[src/rtl/shift_arbiter.sv]
// Two-requester arbiter sharing one left Shifter; a three-state IDLE/EXEC/DONE sequence per operation.
// Define SHIFT_ARB_RR_EN for round-robin arbitration; otherwise port 0 has fixed priority.

module Shifter #(
  parameter int DATA_W = 32
) (
  input  logic [DATA_W-1:0] dataA,
  input  logic [DATA_W-1:0] dataB,
  output logic [DATA_W-1:0] result
);

  assign result = dataA << dataB;

endmodule

module shift_arbiter #(
  parameter int DATA_W = 32
) (
  input  logic              clk,
  input  logic              rst,
  input  logic              req0,
  input  logic              req1,
  input  logic [DATA_W-1:0] data0A,
  input  logic [DATA_W-1:0] data1A,
  input  logic [4:0]        amt0,
  input  logic [4:0]        amt1,
  output logic              ack0,
  output logic              ack1,
  output logic              done0,
  output logic              done1,
  output logic [DATA_W-1:0] dataOut,
  output logic              busy
);

  localparam logic [1:0] IDLE = 2'd0;
  localparam logic [1:0] EXEC = 2'd1;
  localparam logic [1:0] DONE = 2'd2;

  logic [1:0]        state;
  logic [DATA_W-1:0] opA_r;
  logic [4:0]        amt_r;
  logic              owner_r;
  logic              grant;
  logic              anyReq;
  logic [DATA_W-1:0] shiftOut;

  assign anyReq = req0 | req1;

`ifdef SHIFT_ARB_RR_EN
  logic last_r;

  // On contention the port that did not win last time is served.
  always_comb begin
    grant = req1;
    if (req0 && req1) grant = ~last_r;
  end

  always_ff @(posedge clk or posedge rst) begin
    if (rst) begin
      last_r <= 1'b1;
    end else if (state == IDLE && anyReq) begin
      last_r <= grant;
    end
  end
`else
  always_comb begin
    grant = ~req0;
  end
`endif

  Shifter #(.DATA_W(DATA_W)) uShifter (
    .dataA  (opA_r),
    .dataB  ({{(DATA_W-5){1'b0}}, amt_r}),
    .result (shiftOut)
  );

  always_ff @(posedge clk or posedge rst) begin
    if (rst) begin
      state   <= IDLE;
      opA_r   <= '0;
      amt_r   <= '0;
      owner_r <= 1'b0;
      dataOut <= '0;
    end else begin
      case (state)
        IDLE: begin
          if (anyReq) begin
            opA_r   <= grant ? data1A : data0A;
            amt_r   <= grant ? amt1 : amt0;
            owner_r <= grant;
            state   <= EXEC;
          end
        end
        EXEC: begin
          dataOut <= shiftOut;
          state   <= DONE;
        end
        DONE:    state <= IDLE;
        default: state <= IDLE;
      endcase
    end
  end

  // Handshake pulses decode straight from state so reset clears them immediately.
  always_comb begin
    ack0  = (state == EXEC) && !owner_r;
    ack1  = (state == EXEC) &&  owner_r;
    done0 = (state == DONE) && !owner_r;
    done1 = (state == DONE) &&  owner_r;
    busy  = (state != IDLE);
  end

endmodule
[config.mk]
export PLATFORM = sky130hd
export DESIGN_NAME = shift_arbiter
export DESIGN_NICKNAME = d
export VERILOG_FILES = /design/src/rtl/shift_arbiter.sv
export SDC_FILE = /design/constraint.sdc
export NUM_CORES = 1
export LEC_CHECK = 0
export CORE_ASPECT_RATIO = 1.1
export CORE_MARGIN = 2
export CORE_UTILIZATION = 24
export DETAILED_ROUTE_END_ITERATION = 8
export PLACE_DENSITY_LB_ADDON = 0.3
export SLEW_MARGIN = 20
export SYNTH_ARGS = -nofsm -noshare
export SYNTH_HDL_FRONTEND = slang
export SYNTH_SLANG_ARGS = --single-unit
export TNS_END_PERCENT = 1
[constraint.sdc]
create_clock -name clk -period 5.5 [get_ports clk]
set_input_delay 0.55 -clock clk [delete_from_list [all_inputs] [get_ports clk]]
set_output_delay 0.55 -clock clk [all_outputs]
set_load 0.03 [all_outputs]
======== Word level (Yosys, flattened, before mapping) ========
Cells that the tools add are included.
cells by class
  eq/ne operators ......................... 3
  shift-type cells ........................ 1
  mux-type cells .......................... 4
  bitwise logic cells ..................... 2
  reduce and logical (&&, ||, !) cells .... 8
operators with widths
  kind                  number
  $mux W32              1
  $shl A32 B5 Y32       1
  $mux W5               1
  $logic_and A1 B1 Y1   4
  $pmux W2 S2           1
  $eq A2 B1 Y1 const B  1
  $eq A2 B2 Y1 const B  1
  $logic_not A2 Y1      1
  $mux W2               1
  $ne A2 B2 Y1 const B  1
  $reduce_and A2 Y1     1
  $reduce_bool A2 Y1    1
  $logic_not A1 Y1      1
  $not A1 Y1            1
  $or A1 B1 Y1          1
storage, ports and cells
  register bits ........................... 72
  bits of input ports ..................... 78
  output and inout port bits .............. 37
  word-level logic and storage cells ...... 23

======== Longest topological paths before layout ========
  word-level depth ........................ 3
  depth in mapped cells ................... 8
  depth with buffers taken out ............ 6

======== Hierarchy ========
A second synthesis with hierarchy kept.
unflattened totals
  cells, all modules ...................... 510
  area, all modules ....................... 5346.4 sq um
modules (own cells, without submodules)
  module         times used  cells each  area each (sq um)  sequential area each (sq um)
  shift_arbiter  1           271         3266.9             1801.7
  Shifter        1           239         2079.5             0.0

======== Least setup slack after synthesis ========
Ideal clock, no wire load.
  path kind ............................... reg2out
  from .................................... reg state[1]
  to ...................................... out ack0
  data arrival time ....................... 1382 ps
  required time ........................... 4950 ps
  slack ................................... 3568 ps
  stages on the path, launching flop included .. 5
  buffers on the path ..................... 2
  path through ............................ dfrtp_1 -> nand2b_1 -> clkbuf_1 -> clkbuf_1 -> nor2_1
between the ends
  longest elaborated chain between the ends .. 2
RTL lines
  element                   line  text
  start: declaration        39    logic [1:0] state;
  start signal: assignment  79    state <= IDLE;
  start signal: assignment  91    state <= EXEC;
  start signal: assignment  96    state <= DONE;
  $eq A2 B1 Y1              106   ack0 = (state == EXEC) && !owner_r;
  $logic_and A1 B1 Y1       106
  end: declaration          27    output logic ack0,
Every way passes these cells.

======== Final worst setup path ========
  from .................................... reg state[1]
  to ...................................... out ack1
between the ends
  longest elaborated chain between the ends .. 2
RTL lines
  element              line  text
  $eq A2 B1 Y1         107   ack1 = (state == EXEC) && owner_r;
  $logic_and A1 B1 Y1  107
  end: declaration     28    output logic ack1,
Every way passes these cells.

==> flow_metrics.env <==
export IMPL_initialDrtViolationCount=279
export IMPL_final_cell_mix="clkdlybuf4s50_1 (113), dfrtp_1 (71), mux2i_1 (68), nor2_1 (64), a21oi_1 (51)"
export IMPL_synthArstFlopShare_pct=100
export IMPL_cts_resized=0
export IMPL_syn_area_per_cell_um2=9.87
export IMPL_postRouteAntennaNets=0
export IMPL_wire_per_inst_um=18.0
export IMPL_arrival_ps=2410
export IMPL_antenna_found_initial=0
export IMPL_drv_cap=0
export IMPL_fin_crit_ps=2960
export IMPL_setup_viol=0
export IMPL_n_fill_cell=1975
export IMPL_outcome="complete, no violations"
export IMPL_synthesis_nets=562
export IMPL_firstDrtPassIters=5
export IMPL_clockRootBuffer="clkbuf_16"
export IMPL_worstSkewPairLatency_ps=340
export IMPL_synth_edf_count=0
export IMPL_grt_pass1_wl_mm=24.0
export IMPL_top_layer_used="met4"
export IMPL_nets=656
export IMPL_htreeDepth=3
export IMPL_final_core_util_pct=32.6
export IMPL_end_kind="output pin"
export IMPL_swShare_pct=46.8
export IMPL_slew_viol_final=0
export IMPL_grt_total_usage_pct=14.6
export IMPL_drive_above_1_share_pct=11.3
export IMPL_ys_types=49
export IMPL_die_h_um=152
export IMPL_wl_met3_um=745
export IMPL_ys_seq_area_share_pct=37.7
export IMPL_yosys_warnings=0
export IMPL_p_clk_share_pct=14.9
export IMPL_p_per_area_nw_per_um2=660
export IMPL_core_region_area_um2=19700
export IMPL_num_antenna_cells=0
export IMPL_tightest_slew_ps=1020
export IMPL_tns_ps=0
export IMPL_slew_headroom_pct=32.1
export IMPL_internal_power_mw=2.25
export IMPL_die_w_um=139
export IMPL_totalWireLength_mm=15.0
export IMPL_clockBufferDepth=2
export IMPL_path_max_fanout=40
export IMPL_final_period_utilization_pct=53.7
export IMPL_crit_type="register to output pin"
export IMPL_combPwrFrac_pct=58.6
export IMPL_start_kind="register"
export IMPL_cts_sinks=72
export IMPL_fmax_mhz=338
export IMPL_rows=54
export IMPL_initial_utilization_pct=24.3
export IMPL_path_cells="nand2b_1 -> buf_4 -> clkinv_1 -> and2_1 -> clkdlybuf4s50_1"
export IMPL_numCtsBuffers=9
export IMPL_slowest_delay_ps=590
export IMPL_drt_met1_wl_mm=7.01
export IMPL_ys_ff_latch=72
export IMPL_required_ps=4950
export IMPL_drcViolationCount=0
export IMPL_seq_power_share_pct=26.5
export IMPL_clk_pin_slew_ps=60
export IMPL_hold_viol_final=0
export IMPL_grt_max_degree=76
export IMPL_synthCells=484
export IMPL_power_switching_mw=1.98
export IMPL_worstHoldPathType="register to register"
export IMPL_numPortBuffers=114
export IMPL_dp_final_hpwl_mm=11.4
export IMPL_synth_ff_type="dfrtp_1"
export IMPL_rsz0062_at_grt="false"
export IMPL_cp_slowest_cell="clkdlybuf4s50_1"
export IMPL_cts_tree="yes"
export IMPL_overflow=0
export IMPL_synth_area_um2=4780
export IMPL_grt_pass1_vias=4168
export IMPL_vdd_drop_max_mv=0.199
export IMPL_p_leak_nw=2.64
export IMPL_die_area_um2=21100
export IMPL_io_pins=115
export IMPL_fin_worst_skew_ps=4.62
export IMPL_place_congestion=0.886
export IMPL_wl_met2_mm=7.03
export IMPL_ctsHoldBuffers=0
export IMPL_final_common_cell="clkdlybuf4s50_1"
export IMPL_cts_setup_buffers=0
export IMPL_via_per_inst=5.01
export IMPL_vias=4186
export IMPL_synthToLayoutAreaGrowth_pct=34.1
## worst paths after layout
path,from,to,slack (ps),depth (start not counted)
max,state[1],ack1,2540,5
min,dataOut[5],dataOut[5],480,2
max reg2reg,amt_r[0],dataOut[29],2790,6
min reg2reg,dataOut[5],dataOut[5],480,2
max in group asynchronous,rst,amt_r[1],3870,3
min in group asynchronous,rst,dataOut[27],590,2
## critical path, delay by kind of cell (launching register included)
family	cells	cell delay (ps)
buf+inv	3	1300
flops	1	390
simple gates	2	380
## cell usage after synthesis (3+ instances only)
cell | count | area [um2]
dfrtp_1 | 72 | 1800
mux2i_1 | 68 | 681
nor2_1 | 65 | 244
a21oi_1 | 51 | 255
nand2_1 | 41 | 154
mux4_2 | 21 | 473
clkbuf_1 | 16 | 60.1
o21ai_0 | 13 | 65.1
mux2_2 | 11 | 124
a22o_1 | 10 | 87.6
a22oi_1 | 8 | 60.1
buf_1 | 7 | 26.3
buf_2 | 6 | 30.0
buf_6 | 6 | 67.6
inv_1 | 6 | 22.5
mux2_1 | 6 | 67.6
o21ai_1 | 6 | 30.0
o22ai_1 | 6 | 37.5
nand2b_1 | 5 | 31.3
and2_1 | 4 | 25.0
buf_4 | 4 | 30.0
nand3_1 | 4 | 20.0
nor3_1 | 4 | 20.0
o211ai_1 | 4 | 30.0
o221ai_1 | 4 | 35.0
o311ai_1 | 4 | 35.0
nand3b_1 | 3 | 22.5
## metal layers
| layer | vias to the layer above | GRT usage [%] |
|---|---|---|
| met4 | 0 | 4.62 |
| met1 | 2049 | 20.2 |
| met5 | - | 0 |
| li1 | 1982 | - |
| met2 | 143 | 22.7 |
| met3 | 12 | 3.25 |
## power groups by stage
stage	Combinational [mW]	Sequential, mW	Clock (mW)
after floorplan	1.69	1.11	0
final	2.48	1.12	0.632
after CTS	2.48	1.12	0.646
after global routing	2.67	1.17	0.676
after detailed placement	2.47	1.13	0
after global placement	2.48	1.12	0
## cell families after synthesis
group | after synthesis | share of synthesized area [%]
compound gates | 125 | 16.9
buf+inv | 47 | 5.11
flops | 72 | 37.7
mux | 107 | 28.5
simple gates | 133 | 11.8
## sequential cells by signal (all words and copies together) (netlist names)
register / cells
opA_r: 32
state: 2
owner_r: 1
dataOut: 32
amt_r: 5
## per-stage QoR
stage / cells / worst slack, ps / instance area (um2) / power [mW] / hold WS (ps)
after floorplan: 484 / 3130 / 4780 / 2.80 / 495
after CTS: 835 / 2530 / 6410 / 4.25 / 491
final: 835 / 2540 / 6410 / 4.23 / 483
after detailed placement: 819 / 2750 / 6080 / 3.60 / 478
after global routing: 835 / 2420 / 6410 / 4.52 / 500
after global placement: 819 / 2820 / 6080 / 3.60 / 467
## area by class of cell
| type | count | area (um2) | area share [%] |
|---|---|---|---|
| tap | 252 | 315 | 4.92 |
| sequential | 72 | 1800 | 28.1 |
| multi-input combinational | 365 | 2740 | 42.8 |
| timing repair buffer | 122 | 1200 | 18.7 |
| inverter | 8 | 30.0 | 0.469 |
| clock buffer | 11 | 243 | 3.79 |
| clock inverter | 5 | 78.8 | 1.23 |
Note: power is estimated with default switching activity, not from simulation.
